**src/rtl/seg_scan_ctrl.sv**
```systemverilog
// rtl/seg_scan_ctrl.sv - multiplexed 7-segment scan controller with shadow buffer
module seg_scan_ctrl #(
  parameter int NUM_DIGITS   = 4,
  parameter int DIGIT_CYCLES = 50000,
  parameter int GAP_CYCLES   = 500
) (
  input  logic                    clk,
  input  logic                    rst_n,
  input  logic                    load,
  input  logic [4*NUM_DIGITS-1:0] din,
  input  logic                    lzb_en,
  output logic [3:0]              bcd,
  output logic [NUM_DIGITS-1:0]   an,
  output logic                    frame_start,
  output logic                    load_ack,
  output logic                    pending
);

  localparam int IW   = $clog2(NUM_DIGITS);
  localparam int MAXC = (DIGIT_CYCLES > GAP_CYCLES) ? DIGIT_CYCLES : GAP_CYCLES;
  localparam int CW   = $clog2(MAXC + 1);

  typedef enum logic {ST_GAP, ST_SHOW} state_t;

  state_t                  state, state_nx;
  logic [CW-1:0]           cnt, cnt_nx;
  logic [IW-1:0]           idx, idx_nx;
  logic [4*NUM_DIGITS-1:0] shadow, shadow_nx;
  logic [4*NUM_DIGITS-1:0] active, active_nx;
  logic                    pending_nx, ack_nx, fs_nx;
  logic [3:0]              bcd_nx;
  logic [NUM_DIGITS-1:0]   an_nx;
  logic [NUM_DIGITS-1:0]   zero_from;
  logic                    all_zero;
  logic                    blank;

  always_ff @(posedge clk or negedge rst_n) begin
    if (!rst_n) begin
      state       <= ST_GAP;
      cnt         <= '0;
      idx         <= IW'(NUM_DIGITS - 1);
      shadow      <= '0;
      active      <= '0;
      pending     <= 1'b0;
      bcd         <= 4'd0;
      an          <= '0;
      frame_start <= 1'b0;
      load_ack    <= 1'b0;
    end else begin
      state       <= state_nx;
      cnt         <= cnt_nx;
      idx         <= idx_nx;
      shadow      <= shadow_nx;
      active      <= active_nx;
      pending     <= pending_nx;
      bcd         <= bcd_nx;
      an          <= an_nx;
      frame_start <= fs_nx;
      load_ack    <= ack_nx;
    end
  end

  always_comb begin
    state_nx   = state;
    cnt_nx     = cnt + 1'b1;
    idx_nx     = idx;
    shadow_nx  = shadow;
    active_nx  = active;
    pending_nx = pending;
    ack_nx     = 1'b0;
    fs_nx      = 1'b0;
    case (state)
      ST_GAP: begin
        if (cnt == CW'(GAP_CYCLES - 1)) begin
          cnt_nx   = '0;
          state_nx = ST_SHOW;
          if (idx == IW'(NUM_DIGITS - 1)) begin
            idx_nx = '0;
            fs_nx  = 1'b1;
            if (pending) begin
              active_nx  = shadow;
              pending_nx = 1'b0;
              ack_nx     = 1'b1;
            end
          end else begin
            idx_nx = idx + 1'b1;
          end
        end
      end
      default: begin
        if (cnt == CW'(DIGIT_CYCLES - 1)) begin
          cnt_nx   = '0;
          state_nx = ST_GAP;
        end
      end
    endcase
    // A load coinciding with the apply lands in shadow after the old value moves to active
    if (load) begin
      shadow_nx  = din;
      pending_nx = 1'b1;
    end
  end

  // Outputs are derived from next-state values so a freshly applied frame shows at once
  always_comb begin
    zero_from = '0;
    all_zero  = 1'b1;
    for (int i = NUM_DIGITS - 1; i >= 0; i--) begin
      all_zero     = all_zero & (active_nx[4*i +: 4] == 4'd0);
      zero_from[i] = all_zero;
    end
    blank  = lzb_en && (idx_nx != '0) && zero_from[idx_nx];
    bcd_nx = bcd;
    an_nx  = '0;
    if (state_nx == ST_SHOW) begin
      bcd_nx = active_nx[{idx_nx, 2'b00} +: 4];
      if (!blank)
        an_nx = {{(NUM_DIGITS-1){1'b0}}, 1'b1} << idx_nx;
    end
  end

endmodule

```
**config.mk**
```make
export PLATFORM = sky130hd
export DESIGN_NAME = seg_scan_ctrl
export DESIGN_NICKNAME = d
export VERILOG_FILES = /design/src/rtl/seg_scan_ctrl.sv
export SDC_FILE = /design/constraint.sdc
export NUM_CORES = 1
export LEC_CHECK = 0
export CAP_MARGIN = 10
export CORE_ASPECT_RATIO = 0.5
export CORE_MARGIN = 8
export CORE_UTILIZATION = 60
export CTS_BUF_LIST = sky130_fd_sc_hd__clkbuf_2 sky130_fd_sc_hd__clkbuf_4 sky130_fd_sc_hd__clkbuf_8
export DETAILED_ROUTE_END_ITERATION = 12
export HOLD_SLACK_MARGIN = 0.03
export PLACE_DENSITY = 0.84
export SYNTH_ARGS = -nofsm -noshare
export SYNTH_HDL_FRONTEND = slang
export SYNTH_SLANG_ARGS = --single-unit
export TNS_END_PERCENT = 1
```
**constraint.sdc**
```tcl
create_clock -name clk -period 4.9 [get_ports clk]
set_input_delay 0.98 -clock clk [delete_from_list [all_inputs] [get_ports clk]]
set_output_delay 0.98 -clock clk [all_outputs]
set_load 0.005 [all_outputs]
```
======== After elaboration in Yosys (flattened, before gate mapping) ========
Index checks and enable logic that the tools add are counted.
word-level totals
  bits in registers ....................... 62
  input bits .............................. 20
  word-level logic and storage cells ...... 60
cells by class
  $lt $le $gt $ge ......................... 1
  shift operators ......................... 2
  mux-type cells .......................... 28
  equality and inequality tests ........... 4
  reduce and logical (&&, ||, !) cells .... 10
  add/subtract/negate cells ............... 2
  bitwise logic cells ..................... 3
operators with widths
  cell                                                                          number
  16-bit 2-to-1 mux                                                             7
  16-bit by 1-bit adder with 16-bit output, second input constant               1
  16-bit == test, second input constant                                         1
  16-bit by 9-bit == test with 1-bit output, second input constant              1
  4-bit zero test                                                               4
  16-bit by 5-bit variable part select with 4-bit output                        1
  1-bit 2-to-1 mux                                                              15
  4-bit 2-to-1 mux                                                              2
  2-bit 2-to-1 mux                                                              3
  2-bit nonzero test                                                            3
  1-bit by 2-bit left shift with 4-bit output, first input constant             1
  1-bit AND                                                                     3
  2-bit by 3-bit less-than comparator with 1-bit output, second input constant  1
  3-bit AND reduction                                                           1
  2-bit by 1-bit adder with 2-bit output, second input constant                 1
  1-bit binary-select mux with 2-bit select                                     1
  2-bit == test, second input constant                                          1
  1-bit logical AND                                                             2
  2-bit != test, second input constant                                          1

======== Logic depth before layout (Yosys ltp) ========
  word-level depth ........................ 13
  mapped depth ............................ 10

======== Worst setup path after synthesis ========
No wires, ideal clock.
  kind .................................... register to register
  start point ............................. reg cnt[10]
  end point ............................... reg bcd[0]
  buffers on the path ..................... 2
  data required time ...................... 4.774 ns
  cell stages (with the launch flop) ...... 10
  arrival ................................. 2.473 ns
  slack ................................... 2.301 ns
  period minus slack after synthesis ...... 2.599 ns
  path through ............................ dfrtp_1 > or4_1 > buf_2 > nor3_1 > nand2_1 > inv_2 > buf_6 > mux2_2 > nor2b_1 > o32a_1
on the way
  longest elaborated chain between the ends .. 4
  elaborated cells between the ends (all ways) .. 10
  those cells by class .................... 2 x eq/ne; 1 x shift; 7 x mux
ends and longest elaborated chain
  what                                                    RTL line  text
  start: declaration                                      26        logic [CW-1:0] cnt, cnt_nx;
  start signal: assignment                                51        cnt <= cnt_nx;
  16-bit by 9-bit == test with 1-bit output               74        if (cnt == CW'(GAP_CYCLES - 1)) begin
  16-bit 2-to-1 mux                                       74
  16-bit 2-to-1 mux                                       72        case (state)
  via active_nx[4]                                        29        logic [4*NUM_DIGITS-1:0] active, active_nx;
  16-bit by 5-bit variable part select with 4-bit output  116       bcd_nx = active_nx[{idx_nx, 2'b00} +: 4];
  end signal: assignment                                  56        bcd <= bcd_nx;
  end: declaration                                        12        output logic [3:0] bcd,
The timed path passes the listed nets, and every way through them passes these cells.
A chain may end at the register's enable or synchronous reset.

======== Worst setup path in the final report ========
  start point ............................. reg cnt[10]
  end point ............................... reg bcd[0]
on the way
  longest elaborated chain between the ends .. 4
  elaborated cells between the ends (all ways) .. 10
  those cells by class .................... 2 x eq/ne; 1 x shift; 7 x mux
ends and longest elaborated chain
  what                                                          RTL line
  16-bit by 9-bit == test with 1-bit output                     74
  16-bit 2-to-1 mux / 2-bit 2-to-1 mux (equally long branches)  74
  16-bit 2-to-1 mux / 2-bit 2-to-1 mux (equally long branches)  72
  16-bit by 5-bit variable part select with 4-bit output        116
Several ways; a longest one is shown, not always the timed one.

==> out/results.tsv <==
metric	value	unit
area fraction in and, or, nand and nor cells after synthesis	0.158	
Vias	1955	
Leakage Power	1.57	nW
full die area	0.00722	mm^2
Area growth, synth to finish	19.6	%
setup bufs post-CTS	0	
post-synthesis share of cell area spent on xor and xnor gates	0.0439	
clock tree root buffer cell	clkbuf_8	
EDFF count, synth	0	
num ports	31	
standard cell with the maximum stage delay on the critical path	or4_1	
violation count after the first detailed-routing iteration	128	
met3 track demand over resource in global routing	0.0599	
required time at the endpoint of the critical path	5.13	ns
synth cell count leaders	60 x dfrtp_1, 29 x nand2_1, 21 x nor2_1	
total iterations of the first detailed-routing run	4	
stage delay of the slowest cell on the critical path	0.66	ns
Net Count, Synth	266	
CP cell instances	or4_1, nor3_1, nand2_1, inv_2, mux4_1, nor2b_1, o32a_1	
mean routed wirelength per cell	17.1	um
number of warnings printed during yosys synthesis	0	
number of failing hold endpoints at the final stage	0	
share of async-settable or async-resettable flops after synthesis	1.00	
share of synthesized area occupied by flip-flops and latches	0.557	
buffer levels on the longest clock path	2	
fraction of the mapped netlist area in adder cells	0.00896	
register clock-pin slew on the reported worst setup and hold paths	0.07	ns
total number of clock tree sinks	62	
total grt overflow	0	
final setup slack of the worst path	1.45	ns
number of buffers and inverters on the critical path	1	
filler cell count	284	
dominant combinational cell family by area after synthesis	simple AND/OR/NAND/NOR gates	
multiplexer fraction of the synthesized cell area	0.134	
Detail Route Antenna Nets	0	
placed insts	322	
routed via count divided by cell count	5.78	
total length of routed wires	5.77	mm
RD Place Congestion	0.812	
Worst R2R Start	cnt[10]$_DFF_PN0_	
number of resized instances in the post-cts repair step	0	
Worst Hold Launch	active[0]$_DFF_PN0_	
area fraction in compound gates after synthesis	0.0605	
worst-margin pin slew	0.940	ns
maxcap violations	0	
clock insertion delay at the later pin of the skew report	0.35	ns
clock buffers created by TritonCTS	9	
Worst Setup End Kind	register	
arrival time worst endpoint	3.68	ns
FP Rows	17	
clock skew after layout	0.0120	ns
met2 track demand over resource	0.282	
total of endpoints with negative setup slack in the final report	0	
minimum clock period	3.45	ns
number of antenna violations at the first check in global routing	0	
clock tree from TritonCTS	done	
Max Transition Viols Final	0	
most used routing layer	met2	
Synth Cell Area	0.00279	mm^2
type of the worst min-delay path	reg2reg	
depth of the worst register-to-register path	7	
cell taking the most area after synthesis	dfrtp_1	
reg2reg end	bcd[0]$_DFFE_PN0P_	
Netlist cell types	45	
setup slack, reg-to-reg	1.45	ns
Worst Hold Path EP	active[0]$_DFF_PN0_	
# nets final	298	
first-pass GRT wire length	9.72	mm
initial cell density of the core	0.628	
run status	completed	
number of non-filler instances in the completed layout	338	
DP HPWL	3.98	mm
number of hold buffers added after cts	0	
number of remaining DRC errors	0	
area share of the largest cell type after synthesis	0.538	
fraction of layout instances using a drive strength above 1	0.160	
number of buffer cells added on primary ports	30	
share of the cycle needed by the critical path after routing	0.704	
via count of the first global-routing pass	2036	
TNS Setup	0	ns
WS Path Type	reg2reg	
Hold Path Cell Cnt	2	
Placeable Area	0.00445	mm^2
placement-stage worst setup slack	1.55	ns
highest net fanout along the worst path	21	
upper clock frequency limit	290	MHz
kind of start point of the critical path	register	
ANT cells	0	
unrepaired setup endpoints after global routing	false	
Seq cells post-synth	62	
count leader, synth	dfrtp_1	
worst-case vdd ir drop	200	uV
Worst Hold Slack	0.492	ns
H-tree Lvls	3	
DIE WIDTH	112	um
die height	64.2	um
Syn Area/Cell	11.4	um^2
Global Route Usage Sum	0.170	
kind of cell adding the most delay to the critical path	simple AND/OR/NAND/NOR gates	
cells after synthesis	244	
flip-flop cell with the highest count after synthesis	dfrtp_1	
ratio of total power to cell area	327	mW/mm^2
worst relative slew slack	0.355	
pin count of the biggest net entering global routing	63	
cell types occupying the most area after synthesis	dfrtp_1 54%, mux2_2 8.1%, nand2_1 3.9%	
grt met1 use	0.197	
state kept, by name, summed over array words and instances (netlist names):
| register | flops |
|---|---|
| load_ack | 1 |
| cnt | 16 |
| active | 16 |
| an | 4 |
| shadow | 16 |
| state | 1 |
| idx | 2 |
| bcd | 4 |
| pending | 1 |
| frame_start | 1 |
tightest hold or removal path, cell delays in order (launching register included):
cell,delay [ns]
dfrtp_1,0.35
nand2_1,0.05
nand2_1,0.06
power breakdown:
group	internal, mW	switching, mW	total, mW
clock	0.314	0.199	0.512
sequential	0.525	0.0113	0.536
combinational	0.0259	0.0182	0.0441
how the worst max path moves through the flow:
stage,from,to,cells after the start
2_1_floorplan,cnt[10]$_DFF_PN0_,bcd[0]$_DFFE_PN0P_,9
3_3_place_gp,cnt[10]$_DFF_PN0_,bcd[0]$_DFFE_PN0P_,7
3_5_place_dp,cnt[10]$_DFF_PN0_,bcd[0]$_DFFE_PN0P_,7
4_1_cts,cnt[10]$_DFF_PN0_,bcd[0]$_DFFE_PN0P_,7
5_1_grt,cnt[10]$_DFF_PN0_,bcd[0]$_DFFE_PN0P_,6
6_report,cnt[10]$_DFF_PN0_,bcd[0]$_DFFE_PN0P_,7
layout make-up:
| cell class | instances | area (um^2) | area share |
|---|---|---|---|
| repair buffers | 31 | 303 | 0.0907 |
| multi-input cells | 159 | 1130 | 0.338 |
| clock buffers | 11 | 151 | 0.0453 |
| well taps | 57 | 71.3 | 0.0214 |
| clock inverters | 5 | 81.3 | 0.0244 |
| inverters | 13 | 48.8 | 0.0146 |
| flip-flops and latches | 62 | 1550 | 0.465 |
logic make-up after synthesis:
family / after synthesis
AND/OR/NAND/NOR: 89
flip-flops: 62
multiplexers: 31
AO/OA/AOI/OAI: 23
buffers and inverters: 23
XOR/XNOR: 14
adder cells (fa/ha/maj): 2
stage by stage:
stage | total power [mW] | util | instance area [um^2]
6_report | 1.09 | 0.751 | 3340
5_1_grt | 1.13 | 0.751 | 3340
4_1_cts | 1.10 | 0.751 | 3340
3_5_place_dp | 0.590 | 0.699 | 3110
3_3_place_gp | 0.589 | 0.699 | 3110
2_1_floorplan | 0.559 | - | 2790
per-layer routing:
layer | part of all wire | vias to the layer above
met1 | 0.44 | 971
met3 | 0.056 | 12
met2 | 0.48 | 53
li1 | - | 919
met4 | 0.020 | 0
met5 | 0 | -
cells in the final DEF (no fill, tap or decap), types with 2 or more instances in the layout:
cell,synthesis,layout
clkbuf_8,0,11
o221ai_1,2,2
nor3_1,4,4
nor2_1,21,21
clkdlybuf4s50_1,0,29
nor2b_1,3,3
or4_1,2,2
xor2_1,7,7
a211oi_1,2,2
and3_1,2,2
a21o_1,3,3
mux2i_1,8,8
dfrtp_1,60,60
o22a_1,2,2
a31oi_1,2,2
nand2_1,29,29
nand3_1,13,13
mux2_2,20,20
ha_1,2,2
nor4_1,6,6
dfstp_2,2,2
o21ai_0,4,4
bufinv_16,0,2
xnor2_1,7,7
mux4_1,2,2
nand4_1,2,2
inv_1,12,12
(Power assumes the default switching activity.)
